==> config.mk <==
export PLATFORM = sky130hd
export DESIGN_NAME = controlleur_mc
export DESIGN_NICKNAME = d
export VERILOG_FILES = /design/src/rtl/controlleur_mc.sv
export SDC_FILE = /design/constraint.sdc
export NUM_CORES = 1
export LEC_CHECK = 0
export CAP_MARGIN = 10
export CORE_MARGIN = 2
export CORE_UTILIZATION = 48
export DETAILED_ROUTE_END_ITERATION = 8
export PLACE_DENSITY = 0.8
export SYNTH_ARGS = -nofsm -noshare
export SYNTH_HDL_FRONTEND = slang
export SYNTH_SLANG_ARGS = --single-unit
==> constraint.sdc <==
create_clock -name clk -period 4.8 [get_ports clk]
set_input_delay 0.96 -clock clk [delete_from_list [all_inputs] [get_ports clk]]
set_output_delay 0.96 -clock clk [all_outputs]
set_load 0.02 [all_outputs]
==> src/rtl/controlleur_mc.sv <==
// Multi-cycle core controller: FETCH/DECODE/EXEC/MEM/WB sequencing with
// memory handshake, wait-state timeout, stall freeze, HALT and ERROR.
// Inputs : clk, reset (sync, active-high), opcode, zero, mem_ready, stall
// Outputs: mem_req, read_word, enable_write, enable_I, enable_reg,
//          sel_inc, enable_PC, load_new_PC, link, instr_done, halted, error
// Option : CONTROLLEUR_PERF_EN adds instr_count and stall_cycles (32 bit).
module controlleur_mc #(
  parameter int OPCODE_W    = 6,
  parameter int TIMEOUT_W   = 4,
  parameter int MEM_TIMEOUT = 15
) (
  input  logic                clk,
  input  logic                reset,
  input  logic [OPCODE_W-1:0] opcode,
  input  logic                zero,
  input  logic                mem_ready,
  input  logic                stall,
  output logic                mem_req,
  output logic                read_word,
  output logic                enable_write,
  output logic                enable_I,
  output logic                enable_reg,
  output logic                sel_inc,
  output logic                enable_PC,
  output logic                load_new_PC,
  output logic                link,
  output logic                instr_done,
  output logic                halted,
  output logic                error
`ifdef CONTROLLEUR_PERF_EN
  ,
  output logic [31:0]         instr_count,
  output logic [31:0]         stall_cycles
`endif
);

  localparam logic [5:0] OP_R    = 6'h00;
  localparam logic [5:0] OP_ADDI = 6'h08;
  localparam logic [5:0] OP_LW   = 6'h23;
  localparam logic [5:0] OP_SW   = 6'h2B;
  localparam logic [5:0] OP_J    = 6'h02;
  localparam logic [5:0] OP_JAL  = 6'h03;
  localparam logic [5:0] OP_BEQ  = 6'h04;
  localparam logic [5:0] OP_HALT = 6'h3F;

  typedef enum logic [2:0] {
    S_FETCH,
    S_DECODE,
    S_EXEC,
    S_MEM,
    S_WB,
    S_HALT,
    S_ERROR
  } state_t;

  state_t               state_q;
  state_t               state_d;
  logic [5:0]           op_q;
  logic [TIMEOUT_W-1:0] cnt_q;
  logic                 hi_clear;
  logic                 legal;
  logic                 tmo;
  logic [5:0]           op_lo;

  assign op_lo = opcode[5:0];

  // Opcode bits above the base 6-bit field must be zero.
  if (OPCODE_W > 6) begin : g_hi
    assign hi_clear = ~|opcode[OPCODE_W-1:6];
  end else begin : g_nohi
    assign hi_clear = 1'b1;
  end

  always_comb begin
    legal = 1'b0;
    case (op_lo)
      OP_R, OP_ADDI, OP_LW, OP_SW,
      OP_J, OP_JAL, OP_BEQ, OP_HALT: legal = hi_clear;
      default:                       legal = 1'b0;
    endcase
  end

  assign tmo = (MEM_TIMEOUT != 0) &&
               (cnt_q == TIMEOUT_W'(MEM_TIMEOUT));

  always_comb begin
    state_d      = state_q;
    mem_req      = 1'b0;
    read_word    = 1'b0;
    enable_write = 1'b0;
    enable_I     = 1'b0;
    enable_reg   = 1'b0;
    sel_inc      = 1'b0;
    enable_PC    = 1'b0;
    load_new_PC  = 1'b0;
    link         = 1'b0;
    instr_done   = 1'b0;
    halted       = 1'b0;
    error        = 1'b0;
    case (state_q)
      S_FETCH: begin
        mem_req   = 1'b1;
        read_word = 1'b1;
        if (!stall) begin
          if (mem_ready) begin
            enable_I  = 1'b1;
            sel_inc   = 1'b1;
            enable_PC = 1'b1;
            state_d   = S_DECODE;
          end else if (tmo) begin
            state_d = S_ERROR;
          end
        end
      end
      S_DECODE: begin
        if (!stall) begin
          if (!legal) begin
            state_d = S_ERROR;
          end else begin
            case (op_lo)
              OP_J, OP_JAL: begin
                load_new_PC = 1'b1;
                enable_PC   = 1'b1;
                instr_done  = 1'b1;
                link        = (op_lo == OP_JAL);
                enable_reg  = (op_lo == OP_JAL);
                state_d     = S_FETCH;
              end
              OP_HALT: state_d = S_HALT;
              default: state_d = S_EXEC;
            endcase
          end
        end
      end
      S_EXEC: begin
        if (!stall) begin
          case (op_q)
            OP_BEQ: begin
              load_new_PC = zero;
              enable_PC   = zero;
              instr_done  = 1'b1;
              state_d     = S_FETCH;
            end
            OP_LW, OP_SW: state_d = S_MEM;
            default:      state_d = S_WB;
          endcase
        end
      end
      S_MEM: begin
        mem_req   = 1'b1;
        read_word = (op_q == OP_LW);
        if (!stall) begin
          if (mem_ready) begin
            if (op_q == OP_SW) begin
              enable_write = 1'b1;
              instr_done   = 1'b1;
              state_d      = S_FETCH;
            end else begin
              state_d = S_WB;
            end
          end else if (tmo) begin
            state_d = S_ERROR;
          end
        end
      end
      S_WB: begin
        if (!stall) begin
          enable_reg = 1'b1;
          instr_done = 1'b1;
          state_d    = S_FETCH;
        end
      end
      S_HALT:  halted = 1'b1;
      S_ERROR: error  = 1'b1;
      default: state_d = S_ERROR;
    endcase
    // Reset masks every output, including the terminal flags.
    if (reset) begin
      mem_req      = 1'b0;
      read_word    = 1'b0;
      enable_write = 1'b0;
      enable_I     = 1'b0;
      enable_reg   = 1'b0;
      sel_inc      = 1'b0;
      enable_PC    = 1'b0;
      load_new_PC  = 1'b0;
      link         = 1'b0;
      instr_done   = 1'b0;
      halted       = 1'b0;
      error        = 1'b0;
    end
  end

  always_ff @(posedge clk) begin
    if (reset) begin
      state_q <= S_FETCH;
      op_q    <= '0;
      cnt_q   <= '0;
    end else begin
      state_q <= state_d;
      if (state_q == S_DECODE && !stall)
        op_q <= op_lo;
      if (!stall) begin
        if (state_d != state_q &&
            (state_d == S_FETCH || state_d == S_MEM))
          cnt_q <= '0;
        else if (mem_req && !mem_ready && cnt_q != '1)
          cnt_q <= cnt_q + 1'b1;
      end
    end
  end

`ifdef CONTROLLEUR_PERF_EN
  always_ff @(posedge clk) begin
    if (reset) begin
      instr_count  <= '0;
      stall_cycles <= '0;
    end else begin
      if (instr_done)
        instr_count <= instr_count + 32'd1;
      if (stall && state_q != S_HALT &&
          state_q != S_ERROR && stall_cycles != '1)
        stall_cycles <= stall_cycles + 32'd1;
    end
  end
`endif

endmodule

==> summary.txt <==
Detailed routing
  • Routed wire length: 2.58 mm
  • DRC: 0
  • Post-DRT Antenna Nets: 0
  • DRT iter0 DRCs: 49
  • DR pass1 iterations: 4
  • Routed len/inst: 14.0 um
  • Vias per cell: 6.11
  • Via count: 1125

Logic synthesis
  • Top cell type's share of synthesized area: 0.237
  • Number of enable flip-flop cells after synthesis: 0
  • Yosys reg bits: 13
  • Sequential area share after synthesis: 0.237
  • Synth Cell Area: 1100 sq um
  • Syn Area/Cell: 7.84 sq um
  • Syn Nets: 152
  • Ys Warns: 0
  • Post-synth cell types: 48
  • Mapped Cells: 140
  • Top cells by area, synth: dfxtp_1 24%, nand2_1 7.2%, buf_6 5.1%
  • Top FF cell, synth: dfxtp_1
  • Post-synth top cells: 21 x nand2_1, 13 x dfxtp_1, 9 x a21oi_1
  • Yosys top cell by area: dfxtp_1
  • Ys async rst share: 0
  • Cell with the most instances after synthesis: nand2_1

Global routing
  • Total global-route track usage: 0.207
  • Global-route wire length before repair: 4.22 mm
  • Initial antenna violation count: 0
  • Number of global-route vias before repair: 999
  • Grt total ovfl: 0
  • Largest net degree at the start of global routing: 24

Worst hold path
  • Hold path cells: 2
  • Hold/Removal Path Class: reg -> reg

Clock network
  • Total CTS buffers: 3
  • CTS root buf: clkbuf_4
  • CTS clock-pin slew for the worst setup and hold paths: 0.10 ns
  • Post-CTS Repair Setup Buffers: 0
  • Clk buf depth: 2
  • Clock Latency Late Sink: 0.28 ns
  • CTS tree: yes
  • Hold_buf cts: 0
  • Post-CTS Resized: 0
  • Clock sinks: 13
  • Htree depth: 1

Critical path
  • Crit-path cells: clkdlybuf4s50_1, nor4b_2, buf_4, a31oi_1, nand3_1, and3b_1, clkdlybuf4s50_1
  • Crit path to: instr_done
  • Crit-path leading delay family: buffers and inverters
  • Max stage delay on crit path: 0.66 ns
  • Setup crit start: stall
  • Crit path max fanout: 15
  • Number of cells on the critical path: 7
  • Reg2Reg Depth: 4
  • CP endpoint kind: output pin
  • FF-to-FF End: cnt_q[1]
  • Buf/Inv on CP: 3
  • CP max-delay cell: clkdlybuf4s50_1
  • Reg-to-reg setup timing slack: 2.83 ns
  • Kind of critical path: in -> out
  • Reg-to-Reg Start: op_q[0]
  • Arrival @ worst endpoint: 3.22 ns
  • Startpoint types: primary input
  • Req. time, crit path: 3.84 ns
  • Most Frequent Cell on Critical Path: clkdlybuf4s50_1

STA
  • Worst-Margin Slew: 0.871 ns
  • Period utilisation layout: 0.872
  • Clock Skews: 0.0133 ns
  • Fmax: 0.239 GHz
  • Minimum clock period: 4.18 ns
  • Final setup fails: 0
  • Post-route setup slack: 0.616 ns
  • RSZ-0062 raised after global routing: no
  • Max Transition Viols Final: 0
  • Final hold violations: 0
  • TNS Setup: 0 ns
  • Slew HR: 0.412

Power and ir drop
  • Peak supply drop: 0.000181 V
  • Internal power: 175 uW
  • Leakage dissipation: 0.000420 uW
  • NetSw: 79.8 uW
  • Seq pwr share: 0.483
  • Combinational power share: 0.242
  • Switching share of total power: 0.314
  • Clk network pwr share: 0.276
  • Pwr dens: 201 nW/um^2

Cells and area
  • Diodes inserted: 0
  • Fin util: 0.577
  • Filler cell count: 209
  • P&R area growth vs syn: 15.3%
  • Share of layout cells above drive strength 1: 0.0577
  • Final #Nets: 169

Run
  • Max-cap viol count: 0

Floorplan
  • Ports: 23
  • Initial Util: 0.501
  • Core Region: 2190 sq um
  • Die area: 2680 sq um
  • Floorplan row count: 17
  • Die width: 51.8 um
  • Die Y: 51.8 um

Status
  • Status: finished clean

Place
  • Final HPWL DP: 1.90 mm
  • DP Worst Slack: 0.625 ns
  • I/O Buffers: 22
  • GP Congestion: 0.868
==> power groups by stage <==
stage               Combinational [uW]  Clock, uW  Sequential [uW]
detailed placement                61.5          0              125
global route                      67.1       74.7              124
global placement                  59.8          0              125
finish                            61.5       70.1              123
CTS                               61.7       69.4              123
floorplan                         50.3          0              118
==> cells in the final DEF, fill, tap and decap left out, types with 3 or more instances in the layout <==
cell,count
a31oi_1,6
nor4b_1,5
nor2_1,7
a21oi_1,9
o21ai_0,3
clkdlybuf4s50_1,22
nand4_1,3
nand2_1,21
clkbuf_4,3
nand4b_1,3
nor4_1,4
inv_1,4
nand3_1,7
nor3_1,7
dfxtp_1,13
==> cell type report <==
class | count | area [sq um] | share of cell area
well taps | 28 | 35.0 | 0.0277
multi-input cells | 111 | 697 | 0.551
flip-flops and latches | 13 | 260 | 0.206
inverters | 5 | 18.8 | 0.0148
clock buffers | 4 | 26.3 | 0.0208
repair buffers | 23 | 228 | 0.180
==> layer usage <==
| metal | share of wire | vias to the layer above | global-route usage |
|---|---|---|---|
| met4 | 0.018 | 0 | 0.0921 |
| li1 | - | 561 | - |
| met5 | 0 | - | 0 |
| met3 | 0.057 | 5 | 0.0316 |
| met2 | 0.47 | 40 | 0.348 |
| met1 | 0.46 | 519 | 0.260 |
==> registers in the layout (all words and copies together) (netlist names) <==
| register | cells |
|---|---|
| op_q | 6 |
| cnt_q | 4 |
| state_q | 3 |
==> worst reg2reg max path: stages, from the launching register on <==
cell	delay, ns
dfxtp_1	0.38
nor4bb_1	0.78
nand3_1	0.40
nand4b_1	0.20
o22ai_1	0.09
==> metrics by stage <==
stage	std cells	power, uW	hold WS, ns	instance area [sq um]
finish	184	254	0.495	1260
floorplan	140	168	0.453	1100
global route	184	266	0.523	1260
CTS	184	254	0.494	1260
global placement	180	185	0.488	1240
detailed placement	180	187	0.481	1240
==> how the worst min path moves through the flow <==
stage,slack (ns),startpoint,endpoint
CTS,0.49,op_q[0],op_q[0]
detailed placement,0.48,op_q[0],op_q[0]
finish,0.50,op_q[0],op_q[0]
floorplan,0.45,op_q[2],op_q[2]
global placement,0.49,op_q[0],op_q[0]
global route,0.52,op_q[2],op_q[2]
==> cell families (layout without fill, tap and decap cells) <==
kind of cell / after synthesis / count (layout) / synth area share
buffers and inverters: 16 / 32 / 0.128
flip-flops: 13 / 13 / 0.237
AND/OR/NAND/NOR: 75 / 75 / 0.403
AO/OA/AOI/OAI: 31 / 31 / 0.187
XOR/XNOR: 2 / 2 / 0.0160
adder cells (fa/ha/maj): 1 / 1 / 0.0114
multiplexers: 2 / 2 / 0.0182
Power figures use the tool's default switching activity.
